`src/rtl/leaf_user_bridge.sv`:
```
// leaf_user_bridge: per-channel FIFO bridge between leaf_interface vld/ack ports and HLS kernel AXI-stream ports with kernel start/done sequencing; define LEAF_BRIDGE_CNT_EN for per-channel transfer counters on word_cnt
module leaf_user_bridge #(
  parameter int PAYLOAD_BITS  = 32,
  parameter int NUM_IN_PORTS  = 4,
  parameter int NUM_OUT_PORTS = 1,
  parameter int FIFO_DEPTH    = 4
) (
  input  logic                                    clk,
  input  logic                                    ap_rst_n,
  input  logic                                    ap_start,
  input  logic [NUM_IN_PORTS*PAYLOAD_BITS-1:0]    din_if2bridge,
  input  logic [NUM_IN_PORTS-1:0]                 vld_if2bridge,
  output logic [NUM_IN_PORTS-1:0]                 ack_bridge2if,
  output logic [NUM_IN_PORTS*PAYLOAD_BITS-1:0]    in_tdata,
  output logic [NUM_IN_PORTS-1:0]                 in_tvalid,
  input  logic [NUM_IN_PORTS-1:0]                 in_tready,
  input  logic [NUM_OUT_PORTS*PAYLOAD_BITS-1:0]   out_tdata,
  input  logic [NUM_OUT_PORTS-1:0]                out_tvalid,
  output logic [NUM_OUT_PORTS-1:0]                out_tready,
  output logic [NUM_OUT_PORTS*PAYLOAD_BITS-1:0]   dout_bridge2if,
  output logic [NUM_OUT_PORTS-1:0]                vld_bridge2if,
  input  logic [NUM_OUT_PORTS-1:0]                ack_if2bridge,
  output logic                                    ap_start_user,
  input  logic                                    ap_done_user,
  output logic                                    done,
  output logic [(NUM_IN_PORTS+NUM_OUT_PORTS)*32-1:0] word_cnt
);
  localparam int W  = PAYLOAD_BITS;
  localparam int NI = NUM_IN_PORTS;
  localparam int NC = NUM_IN_PORTS + NUM_OUT_PORTS;
  localparam int AW = $clog2(FIFO_DEPTH);
  typedef enum logic [1:0] {IDLE, RUN, DRAIN} state_t;
  state_t state, state_nx;
  // Channels 0..NI-1 carry interface->kernel traffic, NI..NC-1 kernel->interface.
  logic [NC*W-1:0] wdata, rdata;
  logic [NC-1:0] wvalid, wready, rvalid, rready, push, pop;
  logic [NUM_OUT_PORTS-1:0] out_last;
  logic drained;
  assign wdata  = {out_tdata, din_if2bridge};
  assign wvalid = {out_tvalid, vld_if2bridge};
  assign rready = {ack_if2bridge, in_tready};
  assign {out_tready, ack_bridge2if} = wready;
  assign {vld_bridge2if, in_tvalid}  = rvalid;
  assign {dout_bridge2if, in_tdata}  = rdata;
  genvar c;
  generate
    for (c = 0; c < NC; c++) begin : g_ch
      logic [W-1:0] mem [FIFO_DEPTH];
      logic [AW-1:0] wp, rp;
      logic [AW:0] cnt;
      assign wready[c] = cnt != (AW+1)'(FIFO_DEPTH);
      assign rvalid[c] = cnt != '0;
      assign rdata[c*W +: W] = mem[rp];
      assign push[c] = wvalid[c] && wready[c];
      assign pop[c]  = rvalid[c] && rready[c];
      // pointers and occupancy; reset flushes the FIFO
      always_ff @(posedge clk) begin
        if (!ap_rst_n) begin
          wp  <= '0;
          rp  <= '0;
          cnt <= '0;
        end else begin
          if (push[c]) wp <= wp + 1'b1;
          if (pop[c]) rp <= rp + 1'b1;
          cnt <= cnt + (AW+1)'(push[c]) - (AW+1)'(pop[c]);
        end
      end
      // storage is not reset, so the head word just holds a stale value
      always_ff @(posedge clk) if (push[c]) mem[wp] <= wdata[c*W +: W];
      if (c >= NI) begin : g_last
        // empty now, or its only word leaves this cycle
        assign out_last[c-NI] = cnt == '0 || (cnt == (AW+1)'(1) && rready[c]);
      end
    end
  endgenerate
  // kernel is finished once every output FIFO empties with nothing more arriving
  assign drained = &out_last && !(|out_tvalid);
  assign ap_start_user = state == RUN;
  // state register
  always_ff @(posedge clk) state <= !ap_rst_n ? IDLE : state_nx;
  // next state; done marks the DRAIN->IDLE cycle
  always_comb begin
    state_nx = state;
    done = state == DRAIN && drained;
    if (state == IDLE && ap_start) state_nx = RUN;
    if (state == RUN && ap_done_user) state_nx = DRAIN;
    if (done) state_nx = IDLE;
  end
`ifdef LEAF_BRIDGE_CNT_EN
  logic [NC-1:0] xfer;
  logic start_run;
  assign xfer = {push[NC-1:NI], pop[NI-1:0]};
  assign start_run = state == IDLE && ap_start;
  generate
    for (c = 0; c < NC; c++) begin : g_cnt
      logic [31:0] n;
      // kernel-side transfer count, saturating, cleared when the kernel starts
      always_ff @(posedge clk) begin
        if (!ap_rst_n || start_run) n <= '0;
        else if (xfer[c] && n != '1) n <= n + 1'b1;
      end
      assign word_cnt[c*32 +: 32] = n;
    end
  endgenerate
`else
  assign word_cnt = '0;
`endif
endmodule

```
`config.mk`:
```
export PLATFORM = sky130hd
export DESIGN_NAME = leaf_user_bridge
export DESIGN_NICKNAME = d
export VERILOG_FILES = /design/src/rtl/leaf_user_bridge.sv
export SDC_FILE = /design/constraint.sdc
export NUM_CORES = 1
export LEC_CHECK = 0
export ABC_AREA = 1
export CORE_MARGIN = 2
export CORE_UTILIZATION = 40
export DETAILED_ROUTE_END_ITERATION = 7
export GPL_TIMING_DRIVEN = 0
export PLACE_DENSITY_LB_ADDON = 0.2
export SYNTH_ARGS = -nofsm -noshare
export SYNTH_HDL_FRONTEND = slang
export SYNTH_SLANG_ARGS = --single-unit
```
`constraint.sdc`:
```
create_clock -name clk -period 6.5 [get_ports clk]
set_input_delay 1.3 -clock clk [delete_from_list [all_inputs] [get_ports clk]]
set_output_delay 1.3 -clock clk [all_outputs]
set_load 0.01 [all_outputs]
```
==> results.yml <==
pwr:
  net-switching-power_mw: 4.08
  totalPowerFinal_mw: 13.4
  internal_power_mw: 9.36
  leakage_nw: 13.0
  comb_power_share_pct: 30.1
  max-vdd-ir-drop_mv: 0.282
  power-per-cell-area_nw_per_um2: 378
  sw_frac_of_total_pct: 30.4
  clkPwrFrac_pct: 28.7
  seqPwrFrac_pct: 41.2
cts:
  clock-sinks: 687
  path_clk_slew_ns: 0.06
  cts_resized: 0
  cts_tree: "built"
  htree_levels: 3
  hold_buffers: 0
  post_cts_buffers: 0
  cts_buffer_depth: 3
  clk_latency_ns: 0.61
  cts_root_buffer: "clkbuf_16"
  numCtsBuffers: 73
routing:
  drc: 0
  wl_per_cell_um: 18.7
  dr.pass1.iters: 5
  drt_iter0_markers: 996
  vias: 17466
  final_antenna_net_count: 0
  drt-vias-per-instance: 4.84
  wirelength_um: 67400
global_routing:
  grt_max_degree: 28
  antenna_found_initial: 18
  grt_usage_pct: 18.5
  grt_first_pass_wirelength_um: 100000
  grt_pass1_vias: 17443
  gr-total-overflow: 0
yosys:
  synthTopCellsByCount: "640 x edfxtp_1, 385 x nor2_1, 181 x o21ai_0, 170 x buf_4, 160 x o22ai_1"
  synth.yosys.warnings: 0
  synthFlopType: "edfxtp_1"
  synth_top_area_share_pct: 69.6
  synth_seq_cells: 687
  synth_most_common_cell: "edfxtp_1"
  synth_seq_area_share_pct: 73.0
  synth_area_um2: 27600
  yosys.area.top_type: "edfxtp_1"
  ys_async_sr_fraction_pct: 0
  synth_edf_count: 640
  synth.avg_cell_area_um2: 13.3
  yosysUniqueCellTypes: 24
  ys_top_cells_by_area: "edfxtp_1 70%, nor2_1 5.2%, buf_4 4.6%"
  netlist_instances: 2069
die:
  core_area_um2: 68500
  dieArea_um2: 71100
  die_y_um: 267
  ios: 506
  die_x_um: 267
  start_util_pct: 40.3
  row_count: 96
sta:
  clock.fmax_mhz: 243
  rsz0062_at_grt: "false"
  min_period_over_period_pct: 63.2
  hold_violations: 0
  finalClockSkew_ns: 0.0213
  tns_ns: 0
  maxSlewHeadroom_pct: 55.1
  hold_slack_ns: 0.488
  drv_slew: 0
  worstMarginPinSlew_ns: 0.671
  final.min_clock_period_ns: 4.11
  setup-violations-final: 0
finish:
  fill_cells: 5770
  drive_gt1_share_pct: 15.6
  final_cells: 3605
  final_area_um2: 35500
  nets: 2876
  synthToLayoutAreaGrowth_pct: 28.7
worst_setup_path:
  cp.arrival_ns: 2.81
  cp.required_ns: 5.20
  endpoint_kind: "output pin"
  reg2reg_from: "g_ch[0].cnt[1]"
  path_class: "in2out"
  start_kind: "input pin"
  critical_path.startpoint: "out_tvalid"
  critPathMaxFanout: 4
placed_design:
  hpwl_um: 44700
  gp_congestion: 0.758
  dp_cells: 3474
  io_buffers: 344
  place_area_um2: 33300
outcome:
  status: "completed"
flow_run:
  drv_cap: 0
hold_path:
  hp-start: "g_ch[0].rp[1]"
  hold_path.class: "reg2reg"
## worst max-delay path, stage by stage
cell and delay [ns]:
clkdlybuf4s50_1 0.50, nand3b_1 0.22, nor2_1 0.16, clkdlybuf4s50_1 0.63
## metrics by stage
| stage | utilization [%] | setup slack, ns |
|---|---|---|
| floorplan | - | 3.34 |
| global placement | 47.8 | 1.49 |
| detailed placement | 48.7 | 2.33 |
| CTS | 51.9 | 2.32 |
| global route | 51.9 | 2.27 |
| finish | 51.9 | 2.39 |
## cell families (layout without fill, tap and decap cells)
kind of cell / after synthesis / in the layout / share of synthesized area (%)
other: 1 / 168 / 0.0136
buffers and inverters: 354 / 841 / 8.39
DFF: 687 / 687 / 73.0
adders and majority gates: 35 / 35 / 1.72
and+or+nand+nor: 500 / 500 / 7.17
xor gates and xnor gates: 1 / 1 / 0.0317
AOI/OAI and AO/OA: 491 / 491 / 9.64
## flip-flops by register name, summed over array words and instances, names as in the netlist, named ones only
signal and cells:
g_ch.mem 640, g_ch.cnt 15, g_ch.rp 10, g_ch.wp 10, state 2
## layer usage
| metal | global-route usage [%] | vias to the layer above | part of all wire (%) |
|---|---|---|---|
| li1 | - | 8349 | - |
| met1 | 22.0 | 8444 | 39 |
| met2 | 31.8 | 538 | 50 |
| met3 | 5.49 | 115 | 7.9 |
| met4 | 6.65 | 20 | 2.4 |
| met5 | 0 | - | 0.19 |
## placed cells by master, fill, tap and decap left out, types with 2 or more instances in the layout
cell type / n
o21ai_1: 141
inv_2: 10
buf_4: 170
nand2_2: 15
nor2_1: 365
buf_16: 3
nand2_1: 69
clkinv_1: 14
clkbuf_16: 75
inv_6: 7
nor2_4: 20
clkinv_8: 2
a21oi_1: 8
o21ai_0: 181
nand3_1: 17
clkdlybuf4s50_1: 344
diode_2: 8
clkbuf_1: 22
fa_1: 5
conb_1: 160
inv_1: 80
buf_6: 35
clkinvlp_4: 2
dfxtp_1: 47
buf_2: 49
nand3b_1: 6
buf_12: 17
ha_1: 30
clkinv_2: 5
edfxtp_1: 640
bufinv_16: 2
nor2_2: 8
o22ai_1: 160
## final cells by class
class / count / area (um2) / share of cell area, %
flip-flops and latches: 687 / 20200 / 56.7
multi-input cells: 1187 / 5870 / 16.5
repair buffers: 364 / 3870 / 10.9
clock buffers: 93 / 1950 / 5.50
plain buffers: 259 / 1930 / 5.44
well taps: 882 / 1100 / 3.11
inverters: 95 / 382 / 1.07
clock inverters: 30 / 239 / 0.673
diodes: 8 / 20.0 / 0.0563
## power groups by stage
stage | Clock [mW] | Sequential (mW) | Combinational (mW)
finish | 3.86 | 5.54 | 4.05
global route | 4.12 | 5.58 | 4.41
CTS | 3.96 | 5.54 | 4.11
detailed placement | 0 | 5.63 | 4.08
global placement | 0 | 5.66 | 3.92
floorplan | 0 | 5.61 | 2.04
## worst paths after layout
check,end,slack [ns],cells past startpoint
worst max-delay path,done,2.39,4
worst min-delay path,flip-flop,0.49,2
worst max register to register,g_ch[0].cnt[2],4.47,11
worst min register to register,flip-flop,0.49,2
No activity file was read; power rests on OpenSTA's default activity.
